## src/rtl/noc_traffic_gen_pkg.sv

```systemverilog
// Shared types and flit packing helpers for the NoC traffic generator.
// Flit layout, MSB first: type[1:0] | dest[ID_W] | src[ID_W] | payload.
package noc_traffic_gen_pkg;

  typedef enum logic [1:0] {
    FT_BODY   = 2'b00,
    FT_HEAD   = 2'b01,
    FT_TAIL   = 2'b10,
    FT_SINGLE = 2'b11
  } flit_type_e;

  typedef enum logic [1:0] {
    TG_UNIFORM   = 2'd0,
    TG_TRANSPOSE = 2'd1,
    TG_HOTSPOT   = 2'd2,
    TG_NEIGHBOUR = 2'd3
  } tg_mode_e;

  localparam logic [15:0] LFSR_TAPS   = 16'hB400;
  localparam logic [15:0] SEED_STRIDE = 16'h9E37;
  localparam int          TYPE_W      = 2;
  localparam int          SEQ_W       = 16;
  localparam int          PACK_MAX_W  = 128;

  function automatic int type_lsb(int flit_w);
    return flit_w - TYPE_W;
  endfunction

  function automatic int dest_lsb(int flit_w, int id_w);
    return flit_w - TYPE_W - id_w;
  endfunction

  function automatic int src_lsb(int flit_w, int id_w);
    return flit_w - TYPE_W - 2 * id_w;
  endfunction

  // Result is left wide; callers truncate to their FLIT_W. dest/src must be
  // zero above id_w.
  function automatic logic [PACK_MAX_W-1:0] pack_flit(flit_type_e t, logic [7:0] dest,
                                                      logic [7:0] src, logic [SEQ_W-1:0] payload,
                                                      int flit_w, int id_w);
    logic [PACK_MAX_W-1:0] f;
    f = PACK_MAX_W'(payload);
    f = f | (PACK_MAX_W'(src) << src_lsb(flit_w, id_w));
    f = f | (PACK_MAX_W'(dest) << dest_lsb(flit_w, id_w));
    f = f | (PACK_MAX_W'(t) << type_lsb(flit_w));
    return f;
  endfunction

endpackage

```

## src/rtl/noc_traffic_gen_if.sv

```systemverilog
// Router-input flit bus: one valid/ready flit channel per node, flattened.
interface noc_traffic_gen_if #(
  parameter int N_NODES = 4,
  parameter int FLIT_W  = 32
);
  logic [N_NODES*FLIT_W-1:0] flit;
  logic [N_NODES-1:0]        valid;
  logic [N_NODES-1:0]        ready;

  modport master (output flit, output valid, input ready);
  modport slave  (input flit, input valid, output ready);
endinterface

```

## src/rtl/noc_traffic_gen_chan.sv

```systemverilog
// One injector channel: free-running LFSR, packet FSM, registered flit
// output and packet/flit counters.
module noc_traffic_gen_chan
  import noc_traffic_gen_pkg::*;
#(
  parameter int          N_NODES    = 4,
  parameter int          FLIT_W     = 32,
  parameter int          PKT_LEN    = 4,
  parameter int          CHAN_ID    = 0,
  parameter int          HOTSPOT_ID = 0,
  parameter logic [15:0] SEED       = 16'hACE1
) (
  input  logic              clk,
  input  logic              rst_n,
  input  logic              enable_i,
  input  logic [1:0]        mode_i,
  input  logic [7:0]        rate_i,
  input  logic              ready_i,
  output logic [FLIT_W-1:0] flit_o,
  output logic              valid_o,
  output logic [31:0]       pkt_cnt_o,
  output logic [31:0]       flit_cnt_o,
  output logic              idle_o
);
  localparam int ID_W = $clog2(N_NODES);
  localparam logic [15:0] SEED_SUM  = SEED + SEED_STRIDE * 16'(CHAN_ID + 1);
  localparam logic [15:0] LFSR_INIT = (SEED_SUM == 16'h0000) ? 16'h0001 : SEED_SUM;
  localparam logic [ID_W-1:0] SELF  = ID_W'(CHAN_ID);
  localparam logic [ID_W-1:0] NEXT  = ID_W'((CHAN_ID + 1) % N_NODES);
  localparam logic [ID_W-1:0] TRANS = ID_W'(N_NODES - 1 - CHAN_ID);
  localparam logic [ID_W-1:0] HOT   = (CHAN_ID == HOTSPOT_ID) ?
                                      ID_W'((HOTSPOT_ID + 1) % N_NODES) : ID_W'(HOTSPOT_ID);

  localparam logic [2:0] S_IDLE   = 3'd0;
  localparam logic [2:0] S_HEAD   = 3'd1;
  localparam logic [2:0] S_BODY   = 3'd2;
  localparam logic [2:0] S_TAIL   = 3'd3;
  localparam logic [2:0] S_SINGLE = 3'd4;

  logic [2:0]        state_q, state_d;
  logic [15:0]       lfsr_q, lfsr_d;
  logic [15:0]       seq_q, seq_d;
  logic [15:0]       idx_q, idx_d, nidx;
  logic              valid_q, valid_d;
  logic [FLIT_W-1:0] flit_q, flit_d;
  logic [31:0]       pkt_q, pkt_d, fcnt_q, fcnt_d;
  logic [ID_W-1:0]   dest_q, dest_d, rnd_dest, dest_sel;
  logic              inject, xfer;

  function automatic logic [FLIT_W-1:0] mk(flit_type_e t, logic [ID_W-1:0] d, logic [15:0] pl);
    return FLIT_W'(pack_flit(t, 8'(d), 8'(SELF), pl, FLIT_W, ID_W));
  endfunction

  always_comb begin
    lfsr_d   = {1'b0, lfsr_q[15:1]} ^ (lfsr_q[0] ? LFSR_TAPS : 16'h0000);
    rnd_dest = lfsr_q[15 -: ID_W];
    case (tg_mode_e'(mode_i))
      TG_UNIFORM:   dest_sel = (rnd_dest == SELF) ? NEXT : rnd_dest;
      TG_TRANSPOSE: dest_sel = TRANS;
      TG_HOTSPOT:   dest_sel = HOT;
      default:      dest_sel = NEXT;
    endcase
    inject  = enable_i && (rate_i == 8'hFF || lfsr_q[7:0] < rate_i);
    xfer    = valid_q && ready_i;
    nidx    = idx_q + 16'd1;
    state_d = state_q;
    valid_d = valid_q;
    flit_d  = flit_q;
    dest_d  = dest_q;
    idx_d   = idx_q;
    seq_d   = seq_q;
    pkt_d   = pkt_q;
    fcnt_d  = fcnt_q + 32'(xfer);
    case (state_q)
      S_IDLE: if (inject) begin
        dest_d  = dest_sel;
        idx_d   = 16'd0;
        valid_d = 1'b1;
        state_d = (PKT_LEN == 1) ? S_SINGLE : S_HEAD;
        flit_d  = mk((PKT_LEN == 1) ? FT_SINGLE : FT_HEAD, dest_sel, seq_q);
      end
      S_HEAD, S_BODY: if (xfer) begin
        // body/tail payload carries the flit index within the packet
        idx_d = nidx;
        if (nidx == 16'(PKT_LEN - 1)) begin
          state_d = S_TAIL;
          flit_d  = mk(FT_TAIL, dest_q, nidx);
        end else begin
          state_d = S_BODY;
          flit_d  = mk(FT_BODY, dest_q, nidx);
        end
      end
      default: if (xfer) begin
        state_d = S_IDLE;
        valid_d = 1'b0;
        seq_d   = seq_q + 16'd1;
        pkt_d   = pkt_q + 32'd1;
      end
    endcase
  end

  always_ff @(posedge clk or negedge rst_n) begin
    if (!rst_n) begin
      state_q <= S_IDLE;
      lfsr_q  <= LFSR_INIT;
      valid_q <= 1'b0;
      flit_q  <= '0;
      dest_q  <= '0;
      idx_q   <= '0;
      seq_q   <= '0;
      pkt_q   <= '0;
      fcnt_q  <= '0;
    end else begin
      state_q <= state_d;
      lfsr_q  <= lfsr_d;
      valid_q <= valid_d;
      flit_q  <= flit_d;
      dest_q  <= dest_d;
      idx_q   <= idx_d;
      seq_q   <= seq_d;
      pkt_q   <= pkt_d;
      fcnt_q  <= fcnt_d;
    end
  end

  assign flit_o     = flit_q;
  assign valid_o    = valid_q;
  assign pkt_cnt_o  = pkt_q;
  assign flit_cnt_o = fcnt_q;
  assign idle_o     = (state_q == S_IDLE);

endmodule

```

## src/rtl/noc_traffic_gen.sv

```systemverilog
// NoC traffic generator: N_NODES independent injector channels driving the
// router input flit bus, plus a global idle indication.
module noc_traffic_gen
  import noc_traffic_gen_pkg::*;
#(
  parameter int          N_NODES    = 4,
  parameter int          FLIT_W     = 32,
  parameter int          PKT_LEN    = 4,
  parameter logic [15:0] SEED       = 16'hACE1,
  parameter int          HOTSPOT_ID = 0
) (
  input  logic                  clk,
  input  logic                  rst_n,
  input  logic                  enable_i,
  input  logic [1:0]            mode_i,
  input  logic [7:0]            rate_i,
  noc_traffic_gen_if.master     tx,
  output logic [N_NODES*32-1:0] pkt_cnt_o,
  output logic [N_NODES*32-1:0] flit_cnt_o,
  output logic                  idle_o
);
  logic [N_NODES-1:0][FLIT_W-1:0] flit_w;
  logic [N_NODES-1:0]             valid_w;
  logic [N_NODES-1:0][31:0]       pkt_w, fcnt_w;
  logic [N_NODES-1:0]             chan_idle;

  for (genvar p = 0; p < N_NODES; p++) begin : g_chan
    noc_traffic_gen_chan #(
      .N_NODES(N_NODES), .FLIT_W(FLIT_W), .PKT_LEN(PKT_LEN),
      .CHAN_ID(p), .HOTSPOT_ID(HOTSPOT_ID), .SEED(SEED)
    ) u_chan (
      .clk       (clk),
      .rst_n     (rst_n),
      .enable_i  (enable_i),
      .mode_i    (mode_i),
      .rate_i    (rate_i),
      .ready_i   (tx.ready[p]),
      .flit_o    (flit_w[p]),
      .valid_o   (valid_w[p]),
      .pkt_cnt_o (pkt_w[p]),
      .flit_cnt_o(fcnt_w[p]),
      .idle_o    (chan_idle[p])
    );
  end

  assign tx.flit    = flit_w;
  assign tx.valid   = valid_w;
  assign pkt_cnt_o  = pkt_w;
  assign flit_cnt_o = fcnt_w;
  assign idle_o     = (&chan_idle) && !enable_i;

endmodule

```

## src/flat_wrapper.sv

```systemverilog
// flat-port wrapper written by rule: the top's interface ports become plain ports
module noc_traffic_gen_flat import noc_traffic_gen_pkg::*;
#(
  parameter int          N_NODES    = 4,
  parameter int          FLIT_W     = 32,
  parameter int          PKT_LEN    = 4,
  parameter logic [15:0] SEED       = 16'hACE1,
  parameter int          HOTSPOT_ID = 0
)
  (clk, rst_n, enable_i, mode_i, rate_i, pkt_cnt_o, flit_cnt_o, idle_o, tx_flit, tx_valid, tx_ready);
  noc_traffic_gen_if #(.N_NODES(N_NODES), .FLIT_W(FLIT_W)) tx_i ();
  input  logic clk;
  input  logic rst_n;
  input  logic enable_i;
  input  logic [1:0] mode_i;
  input  logic [7:0] rate_i;
  output logic [N_NODES*32-1:0] pkt_cnt_o;
  output logic [N_NODES*32-1:0] flit_cnt_o;
  output logic idle_o;
  output wire logic [$bits(tx_i.flit)-1:0] tx_flit;
  output wire logic [$bits(tx_i.valid)-1:0] tx_valid;
  input wire logic [$bits(tx_i.ready)-1:0] tx_ready;
  assign tx_flit = tx_i.flit;
  assign tx_valid = tx_i.valid;
  assign tx_i.ready = tx_ready;
  noc_traffic_gen #(.N_NODES(N_NODES), .FLIT_W(FLIT_W), .PKT_LEN(PKT_LEN), .SEED(SEED), .HOTSPOT_ID(HOTSPOT_ID)) u_core (.clk(clk), .rst_n(rst_n), .enable_i(enable_i), .mode_i(mode_i), .rate_i(rate_i), .tx(tx_i), .pkt_cnt_o(pkt_cnt_o), .flit_cnt_o(flit_cnt_o), .idle_o(idle_o));
endmodule
```

## config.mk

```make
export PLATFORM = sky130hd
export DESIGN_NAME = noc_traffic_gen_flat
export DESIGN_NICKNAME = d
export VERILOG_FILES = /design/src/rtl/noc_traffic_gen_pkg.sv /design/src/rtl/noc_traffic_gen_if.sv /design/src/rtl/noc_traffic_gen_chan.sv /design/src/rtl/noc_traffic_gen.sv /design/src/flat_wrapper.sv
export SDC_FILE = /design/constraint.sdc
export NUM_CORES = 1
export LEC_CHECK = 0
export BUFFER_PORTS_ARGS = -buffer_cell sky130_fd_sc_hd__buf_2
export CORE_AREA = 2 2 155 309
export CTS_CLUSTER_DIAMETER = 50
export DETAILED_ROUTE_END_ITERATION = 10
export DIE_AREA = 0 0 157 311
export GPL_TIMING_DRIVEN = 0
export PLACE_DENSITY = 0.89
export SYNTH_ARGS = -nofsm -noshare
export SYNTH_HDL_FRONTEND = slang
export SYNTH_SLANG_ARGS = --single-unit
```

## constraint.sdc

```tcl
create_clock -name clk -period 2.7 [get_ports clk]
set_input_delay 0.54 -clock clk [delete_from_list [all_inputs] [get_ports clk]]
set_output_delay 0.54 -clock clk [all_outputs]
set_load 0.01 [all_outputs]
```

; ---- Yosys cells after proc, flatten, opt, wreduce, memory -nomap -nowiden
; Index checks and enable logic that the tools add are counted.
[totals]
ff_bits = 600
input_bits = 17
output_inout_bits = 389
word_cells = 231
[classes]
n_addsub = 16
n_lt_le_gt_ge = 4
eq_ne = 26
muxes = 72
n_bitwise = 20
reduce_logical = 57
[op_table]
columns = op, count
row1 = $mux 32, 12
row2 = $pmux 32 s2, 4
row3 = $mux 16, 12
row4 = $add 16x1->16 const B, 8
row5 = $add 32x1->32, 4
row6 = $add 32x1->32 const B, 4
row7 = $pmux 16 s2, 4
row8 = $or 28x30->30, 4
row9 = $eq 16x2->1 const B, 4
row10 = $xor 15x16->16, 4
row11 = $or 16x30->30, 2
row12 = $or 27x30->30, 2
row13 = $mux 3, 12
row14 = $reduce_and 3->1, 12
row15 = $lt 8x8->1, 4
row16 = $pmux 3 s2, 4
row17 = $reduce_and 2->1, 8
row18 = $reduce_bool 2->1, 8
row19 = $eq 3x1->1 const B, 4
row20 = $eq 3x2->1 const B, 4
row21 = $logic_not 3->1, 4
row22 = $mux 1, 12
row23 = $reduce_or 3->1, 4
row24 = $mux 2, 5
row25 = other kinds (15), 50

; ---- Depth between registers and ports, before layout
; Gate-level depths: netlist of the first run.
[depth]
word_depth = 6
mapped_depth = 10
ltp_nobuf = 9

; ---- Modules after synthesis
; Synthesis of the first run repeated with hierarchy kept, for this count alone.
[hier_totals]
cells_unflattened = 2506
hier_area_um2 = 26340.3
[modules_own_cells]
columns = module, instances, cells_per_inst, area_per_inst_um2, seq_area_each_um2
row1 = noc_traffic_gen_chan at u_core.g_chan[0].u_chan, 1, 606, 6600.1, 3435.8
row2 = noc_traffic_gen_chan at u_core.g_chan[2].u_chan, 1, 630, 6597.6, 3462.1
row3 = noc_traffic_gen_chan at u_core.g_chan[3].u_chan, 1, 633, 6587.6, 3464.6
row4 = noc_traffic_gen_chan at u_core.g_chan[1].u_chan, 1, 635, 6538.8, 3465.8
row5 = noc_traffic_gen, 1, 2, 16.3, 0.0

; ---- Worst setup path before layout of the first run
; No wires, ideal clock.
[synth_timing]
path_type = input-to-reg
from = in rate_i[2]
to = reg u_core.g_chan[0].u_chan.flit_q[30]
setup_ns = 0.125
arrival_time_ns = 2.458
required_ns = 2.575
slack_ns = 0.117
stages = 9
n_path_buf = 1
cell_sequence = inv_1 > ha_1 > a211oi_2 > o21ai_2 > a211oi_4 > a211oi_4 > or3_1 > buf_6 > mux2_4
[synth_via]
elab_chain_cells = 5
word_cells_on_any_way = 6
classes_between = order compare (1) / eq/ne (2) / reduce/logical (3)
[synth_rtl]
columns = element, line_no
row1 = start: declaration, flat_wrapper.sv:16  ; input logic [7:0] rate_i;
row2 = $lt 8x8->1 or $eq 8x8->1 (tied branches), noc_traffic_gen_chan.sv:63  ; inject = enable_i && (rate_i == 8'hFF || lfsr_q[7:0] < rate_i);
row3 = $logic_or 1x1->1 (*), noc_traffic_gen_chan.sv:63
row4 = $logic_and 1x1->1 (*), noc_traffic_gen_chan.sv:63
row5 = $ne 2x1->1 (no source line) (*), -
row6 = $reduce_and 3->1 (no source line) (*), -
row7 = end signal: assignment, noc_traffic_gen_chan.sv:117  ; flit_q <= flit_d;
row8 = end: declaration, noc_traffic_gen_chan.sv:45  ; logic [FLIT_W-1:0] flit_q, flit_d;
; Mark *: on every way between the ends. The rest lies on a longest branch, timed or not.
; A chain may end at the register's enable or synchronous reset.

; ---- Worst setup path after layout of the first run
[layout_timing]
from = reg u_core.g_chan[0].u_chan.lfsr_q[2]
to = reg u_core.g_chan[0].u_chan.idx_q[3]
[layout_via]
elab_chain_cells = 5
[layout_rtl]
columns = element, line_no
row1 = start: declaration, noc_traffic_gen_chan.sv:41  ; logic [15:0] lfsr_q, lfsr_d;
row2 = start signal: assignment, noc_traffic_gen_chan.sv:115  ; lfsr_q <= lfsr_d;
row3 = $lt 8x8->1, noc_traffic_gen_chan.sv:63
row4 = $logic_or 1x1->1, noc_traffic_gen_chan.sv:63
row5 = $logic_and 1x1->1, noc_traffic_gen_chan.sv:63
row6 = $ne 2x1->1 (no source line), -
row7 = $reduce_and 3->1 (no source line), -
row8 = end signal: assignment, noc_traffic_gen_chan.sv:119  ; idx_q <= idx_d;
row9 = end: declaration, noc_traffic_gen_chan.sv:43  ; logic [15:0] idx_q, idx_d, nidx;
; Every way passes these cells.

==> flow_metrics.py, run 1 <==
metrics = {
    "drt": {
        "viasPerCell": 5.67,
        "dr_wl_met2_um": 32500,
        "drc": 0,
        "drtIter0Drc": 1679,
        "detail_route.wl_per_cell_um": 18.2,
        "maxUsedRoutingLayer": "met5",
        "drtAntennaViolNets": 0,
        "route.met3.wl_um": 4960,
        "postRouteWirelength_um": 66100,
        "firstDrtPassIters": 7,
        "vias": 20600,
        "wirelength_met1_um": 26100,
    },
    "clock_tree": {
        "clk_latency_ns": 0.59,
        "clockBufferDepth": 3,
        "clk_pin_slew_worst_paths_ns": 0.07,
        "htreeDepth": 2,
        "root_buffer": "clkbuf_16",
        "clock_sinks": 551,
        "cts_made_buffers": 48,
        "cts_tree": "done",
    },
    "sta": {
        "finalHoldViolations": 0,
        "final_max_slew_viol_count": 0,
        "finalCriticalPeriod_ns": 2.61,
        "postLayoutSetupSlackWorst_ns": 0.0947,
        "setup_tns_ns": 0,
        "hold-worst-slack_ns": 0.270,
        "clock_skew_ns": 0.0214,
        "worstMarginPinSlew_ns": 0.770,
        "fmax_mhz": 384,
        "setup_viol_count_final": 0,
        "fin_crit_sh": 0.965,
        "slew_headroom": 0.484,
    },
    "power_and_ir_drop": {
        "p_total_mw": 18.3,
        "p_per_area_mw_per_mm2": 590,
        "ir_drop_v": 0.000623,
        "leakage_nw": 15.4,
    },
    "synth": {
        "synth.most_common_cell": "dfrtp_1",
        "syn-cell-area_mm2": 0.0263,
        "yosysTopAreaCellShare": 0.494,
        "syn_avg_cell_area_um2": 10.5,
        "async_reset_ff_frac": 1.00,
        "yosysSeqAreaShare": 0.526,
        "yosysWarnings": 0,
        "synth.area.top_cells": "dfrtp_1 (49%), xnor2_1 (8.8%), xor2_1 (3.9%)",
        "ys.flop_type": "dfrtp_1",
        "syn_inst": 2491,
        "netlist_top_cells_count": "dfrtp_1 (519), xnor2_1 (264), nand2_1 (254)",
        "ys_ff_latch": 551,
        "yosys.cell_types.count": 79,
        "synth-edff-count": 0,
        "synth_top_cell_by_area": "dfrtp_1",
    },
    "worst_setup_path": {
        "r2r-start": "u_core.g_chan[0].u_chan.lfsr_q[2]$_DFF_PN0_",
        "r2r_cells": 8,
        "path_class": "register to register",
        "r2r_slack_ns": 0.09,
        "crit_required_ns": 3.16,
        "worstSetupStartpointType": "register",
        "path_max_fanout": 10,
        "r2r_end": "u_core.g_chan[0].u_chan.idx_q[3]$_DFFE_PN0P_",
        "cp-startpoint": "u_core.g_chan[0].u_chan.lfsr_q[2]$_DFF_PN0_",
        "cp.arrival_ns": 3.07,
        "crit_path_end": "u_core.g_chan[0].u_chan.idx_q[3]$_DFFE_PN0P_",
        "end_kind": "register",
    },
    "global_routing": {
        "grt_start_max_net_pins": 130,
        "grt_use_total": 0.266,
        "grt_pass1_wl_um": 105000,
        "antenna_found_initial": 5,
        "overflow": 0,
        "grt_pass1_vias": 20100,
    },
    "final_layout": {
        "fillCellCount": 3255,
        "nets": 3048,
        "layout-drive-gt1-share": 0.227,
        "layoutNonFillerInstCount": 3628,
        "syn_to_final_growth_pct": 18.4,
    },
    "floorplanning": {
        "ioPinCount": 406,
        "fp.dieArea_mm2": 0.0488,
        "initial_core_util": 0.566,
        "fp.dieH_um": 311,
        "rows": 112,
        "coreArea_mm2": 0.0464,
        "die_x_um": 157,
    },
    "outcome": {
        "run_status": "finished, final reports clean",
    },
    "place": {
        "gp_congestion": 0.904,
        "io_buffers": 361,
        "placed_cells": 3526,
        "dp_hpwl_um": 46700,
        "pre_cts_slack_ns": -0.633,
    },
    "run": {
        "maxCapViolCount": 0,
    },
    "worst_hold_path": {
        "hold_path.class": "input port to register",
    },
}
==> logic make-up after synthesis <==
group                    synth area share
flip-flops                          0.526
AO/OA/AOI/OAI                      0.0825
XOR/XNOR                            0.127
multiplexers                       0.0235
adder cells (fa/ha/maj)            0.0324
other                            0.000143
buffers and inverters              0.0411
AND/OR/NAND/NOR                     0.167
==> how the worst min path moves through the flow <==
| stage | from | end | slack [ns] | depth (start not counted) |
|---|---|---|---|---|
| floorplan | rst_n | u_core.g_chan[0].u_chan.dest_q[0]$_DFFE_PN0P_ | 0.24 | 0 |
| global placement | u_core.g_chan[1].u_chan.lfsr_q[10]$_DFF_PN0_ | u_core.g_chan[1].u_chan.lfsr_q[9]$_DFF_PN0_ | 0.33 | 0 |
| detailed placement | u_core.g_chan[3].u_chan.lfsr_q[12]$_DFF_PN0_ | u_core.g_chan[3].u_chan.lfsr_q[11]$_DFF_PN0_ | 0.34 | 0 |
| CTS | tx_ready[0] | u_core.g_chan[0].u_chan.valid_o$_DFFE_PN0P_ | 0.26 | 4 |
| global route | tx_ready[0] | u_core.g_chan[0].u_chan.valid_o$_DFFE_PN0P_ | 0.30 | 4 |
| finish | tx_ready[0] | u_core.g_chan[0].u_chan.valid_o$_DFFE_PN0P_ | 0.27 | 4 |
==> worst max-delay path: stages (launching register included) <==
cell and delay (ns):
dfrtp_1 0.38, ha_1 0.31, a211oi_2 0.24, o21ai_2 0.10, a211oi_4 0.36, a211oi_4 0.17
nor3_4 0.30, buf_4 0.25, mux2_2 0.36
==> repair_timing <==
item                       in CTS  in global routing
hold buffers                    1                  0
hold endpoints to repair       80                  0
pin swaps                       1                  6
setup endpoints to repair      59                 88
resized for setup               7                 32
setup buffers                   2                 13
==> registers in the layout (all words and copies together), names as in the netlist <==
| signal | count |
|---|---|
| u_core.g_chan.u_chan.flit_o | 83 |
| u_core.g_chan.u_chan.valid_o | 4 |
| u_core.g_chan.u_chan.lfsr_q | 64 |
| u_core.g_chan.u_chan.pkt_cnt_o | 128 |
| u_core.g_chan.u_chan.dest_q | 8 |
| u_core.g_chan.u_chan.state_q | 8 |
| u_core.g_chan.u_chan.idx_q | 64 |
| u_core.g_chan.u_chan.flit_cnt_o | 128 |
| u_core.g_chan.u_chan.seq_q | 64 |
==> cell usage in the layout (no fill, tap or decap), types with 66 or more instances in the layout <==
master and count:
buf_4 71, buf_2 384, xor2_1 116, nand3_1 141, xnor2_1 264, nand4_1 93, inv_1 66, o21ai_0 136
nand2_1 253, dfrtp_1 519, nor2_1 179
==> power by group <==
part	leakage (nW)	internal, mW	switching [mW]
registers	7.27	8.50	0.214
clock network	0.829	4.32	3.17
logic	7.30	0.670	1.48
total	15.4	13.5	4.85
==> through the flow <==
step | cell area (um2) | util
after detailed placement | 29100 | 0.628
final | 31100 | 0.670
after CTS | 30900 | 0.666
after global placement | 29000 | 0.626
after global routing | 31100 | 0.670
after floorplan | 26400 | -
==> cell type report <==
cell class / count / area [um2] / area share
Timing Repair Buffer: 381 / 2050 / 0.0659
Clock buffer: 66 / 1400 / 0.0450
Multi-Input combinational cell: 1764 / 11600 / 0.374
Antenna cell: 1 / 2.50 / 0.0000805
Tap cell: 627 / 785 / 0.0252
Sequential cell: 551 / 13800 / 0.445
Inverter: 70 / 269 / 0.00865
Clock inverter: 21 / 312 / 0.0100
Buffer: 147 / 825 / 0.0265
==> routing by layer <==
layer,track usage,vias up
met4,0.106,6
met2,0.444,851
met3,0.0545,188
met1,0.338,10100
li1,-,9436
met5,0,-
(Power assumes the default switching activity.)
==> run 2: changes to the inputs <==
RECOVER_POWER = 50   (was unset)
==> flow_metrics.py, run 2 (same netlist as run 1, synthesis figures left out) <==
metrics = {
    "drt": {
        "firstDrtPassIters": 5,
        "detail_route.wl_per_cell_um": 18.3,
        "drc": 0,
        "drtAntennaViolNets": 0,
        "vias": 20600,
        "viasPerCell": 5.67,
        "postRouteWirelength_um": 66300,
        "drtIter0Drc": 1763,
    },
    "sta": {
        "clock_skew_ns": 0.0209,
        "setup_tns_ns": 0,
        "finalCriticalPeriod_ns": 2.61,
        "setup_viol_count_final": 0,
        "postLayoutSetupSlackWorst_ns": 0.0948,
        "slew_headroom": 0.301,
        "final_max_slew_viol_count": 0,
        "finalHoldViolations": 0,
        "fin_crit_sh": 0.965,
        "worstMarginPinSlew_ns": 1.05,
        "fmax_mhz": 384,
    },
    "final_layout": {
        "syn_to_final_growth_pct": 16.9,
        "layout_common_cells": "dfrtp_1 (519), clkbuf_1 (358), xnor2_1 (264)",
        "postLayoutCoreUtil": 0.662,
        "nets": 3048,
        "layoutNonFillerInstCount": 3628,
        "layout-drive-gt1-share": 0.124,
        "final_common_cell": "dfrtp_1",
        "fillCellCount": 3462,
    },
    "power_and_ir_drop": {
        "ir_drop_v": 0.000617,
        "p_per_area_mw_per_mm2": 596,
        "leakage_nw": 14.3,
    },
    "place": {
        "dp_hpwl_um": 46700,
        "placed_cells": 3526,
        "io_buffers": 361,
        "gp_congestion": 0.904,
        "pre_cts_slack_ns": -0.633,
    },
    "clock_tree": {
        "clock_sinks": 551,
        "clk_latency_ns": 0.59,
        "clk_pin_slew_worst_paths_ns": 0.07,
        "htreeDepth": 2,
        "clockBufferDepth": 3,
        "root_buffer": "clkbuf_16",
        "cts_tree": "done",
        "cts_made_buffers": 48,
    },
    "outcome": {
        "run_status": "finished, final reports clean",
    },
    "worst_setup_path": {
        "path_max_fanout": 10,
        "path_class": "register to register",
        "cp.arrival_ns": 3.06,
        "end_kind": "register",
        "worstSetupStartpointType": "register",
        "crit_required_ns": 3.16,
    },
    "floorplanning": {
        "initial_core_util": 0.566,
        "rows": 112,
        "ioPinCount": 406,
        "fp.dieH_um": 311,
        "coreArea_mm2": 0.0464,
        "die_x_um": 157,
        "fp.dieArea_mm2": 0.0488,
    },
    "global_routing": {
        "grt_pass1_wl_um": 105000,
        "grt_use_total": 0.266,
        "antenna_found_initial": 5,
        "grt_pass1_vias": 20100,
        "overflow": 0,
        "grt_start_max_net_pins": 130,
    },
    "worst_hold_path": {
        "hold_path.class": "input port to register",
    },
    "run": {
        "maxCapViolCount": 0,
    },
}
run 2: cell count changes in the layout (fill, tap and decap cells not counted), sizes merged:
cell and delta:
buf -294, clkbuf +294
run 2: layer usage:
| metal | global-route usage | vias to the layer above | routed length [um] | share of wire |
|---|---|---|---|---|
| li1 | - | 9440 | - | - |
| met3 | 0.0545 | 175 | 4610 | 0.070 |
| met4 | 0.106 | 6 | 2520 | 0.038 |
| met2 | 0.444 | 797 | 32600 | 0.49 |
| met1 | 0.338 | 10200 | 26600 | 0.40 |
| met5 | 0 | - | 38 | 0.00057 |
run 2: area by class of cell:
type | count | area, um2 | share of cell area
clock buffer | 66 | 1400 | 0.0456
tap | 627 | 785 | 0.0255
inverter | 70 | 269 | 0.00876
multi-input combinational | 1764 | 11600 | 0.379
clock inverter | 21 | 312 | 0.0101
timing repair buffer | 381 | 1670 | 0.0543
sequential | 551 | 13800 | 0.450
antenna | 1 | 2.50 | 0.0000815
buffer | 147 | 822 | 0.0268
run 2: final timing paths:
| check | slack, ns | start | cells past startpoint | end |
|---|---|---|---|---|
| worst max-delay path | 0.09 | u_core.g_chan[0].u_chan.lfsr_q[2]$_DFF_PN0_ | 8 | u_core.g_chan[0].u_chan.idx_q[3]$_DFFE_PN0P_ |
| worst min-delay path | 0.27 | tx_ready[0] | 4 | u_core.g_chan[0].u_chan.valid_o$_DFFE_PN0P_ |
| worst max register to register | 0.09 | u_core.g_chan[0].u_chan.lfsr_q[2]$_DFF_PN0_ | 8 | u_core.g_chan[0].u_chan.idx_q[3]$_DFFE_PN0P_ |
| worst min register to register | 0.35 | u_core.g_chan[3].u_chan.lfsr_q[12]$_DFF_PN0_ | 0 | u_core.g_chan[3].u_chan.lfsr_q[11]$_DFF_PN0_ |
| max in group asynchronous | 0.61 | rst_n | 4 | u_core.g_chan[0].u_chan.flit_cnt_o[1]$_DFF_PN0_ |
| min in group asynchronous | 0.53 | rst_n | 2 | u_core.g_chan[1].u_chan.flit_o[13]$_DFFE_PN0P_ |
run 2: where the power goes:
part / switching [mW] / leakage (nW) / internal, mW
Combinational: 1.47 / 6.15 / 0.626
Sequential: 0.219 / 7.28 / 8.50
Clock: 3.17 / 0.829 / 4.32
run 2: worst max-delay path: stages, from the launching register on:
cell and delay (ns):
dfrtp_1 0.38, ha_1 0.31, a211oi_2 0.24, o21ai_2 0.10, a211oi_4 0.36, a211oi_4 0.17
nor3_4 0.30, buf_4 0.25, mux2_2 0.36
run 2: repair_timing:
| action | 4_1_cts | 5_1_grt |
|---|---|---|
| pin swaps | 1 | 6 |
| endpoints found under the setup margin | 59 | 88 |
| gates resized for setup | 7 | 32 |
| hold endpoints to repair | 80 | 0 |
| hold buffers | 1 | 0 |
| setup buffers | 2 | 13 |
run 2: through the flow:
step / hold slack, ns / area, um2 / power (mW)
6_report: 0.274 / 30700 / 18.3
5_1_grt: 0.304 / 30700 / 19.0
4_1_cts: 0.257 / 30900 / 18.4
3_5_place_dp: 0.336 / 29100 / 11.0
3_3_place_gp: 0.334 / 29000 / 10.9
2_1_floorplan: 0.244 / 26400 / 10.1
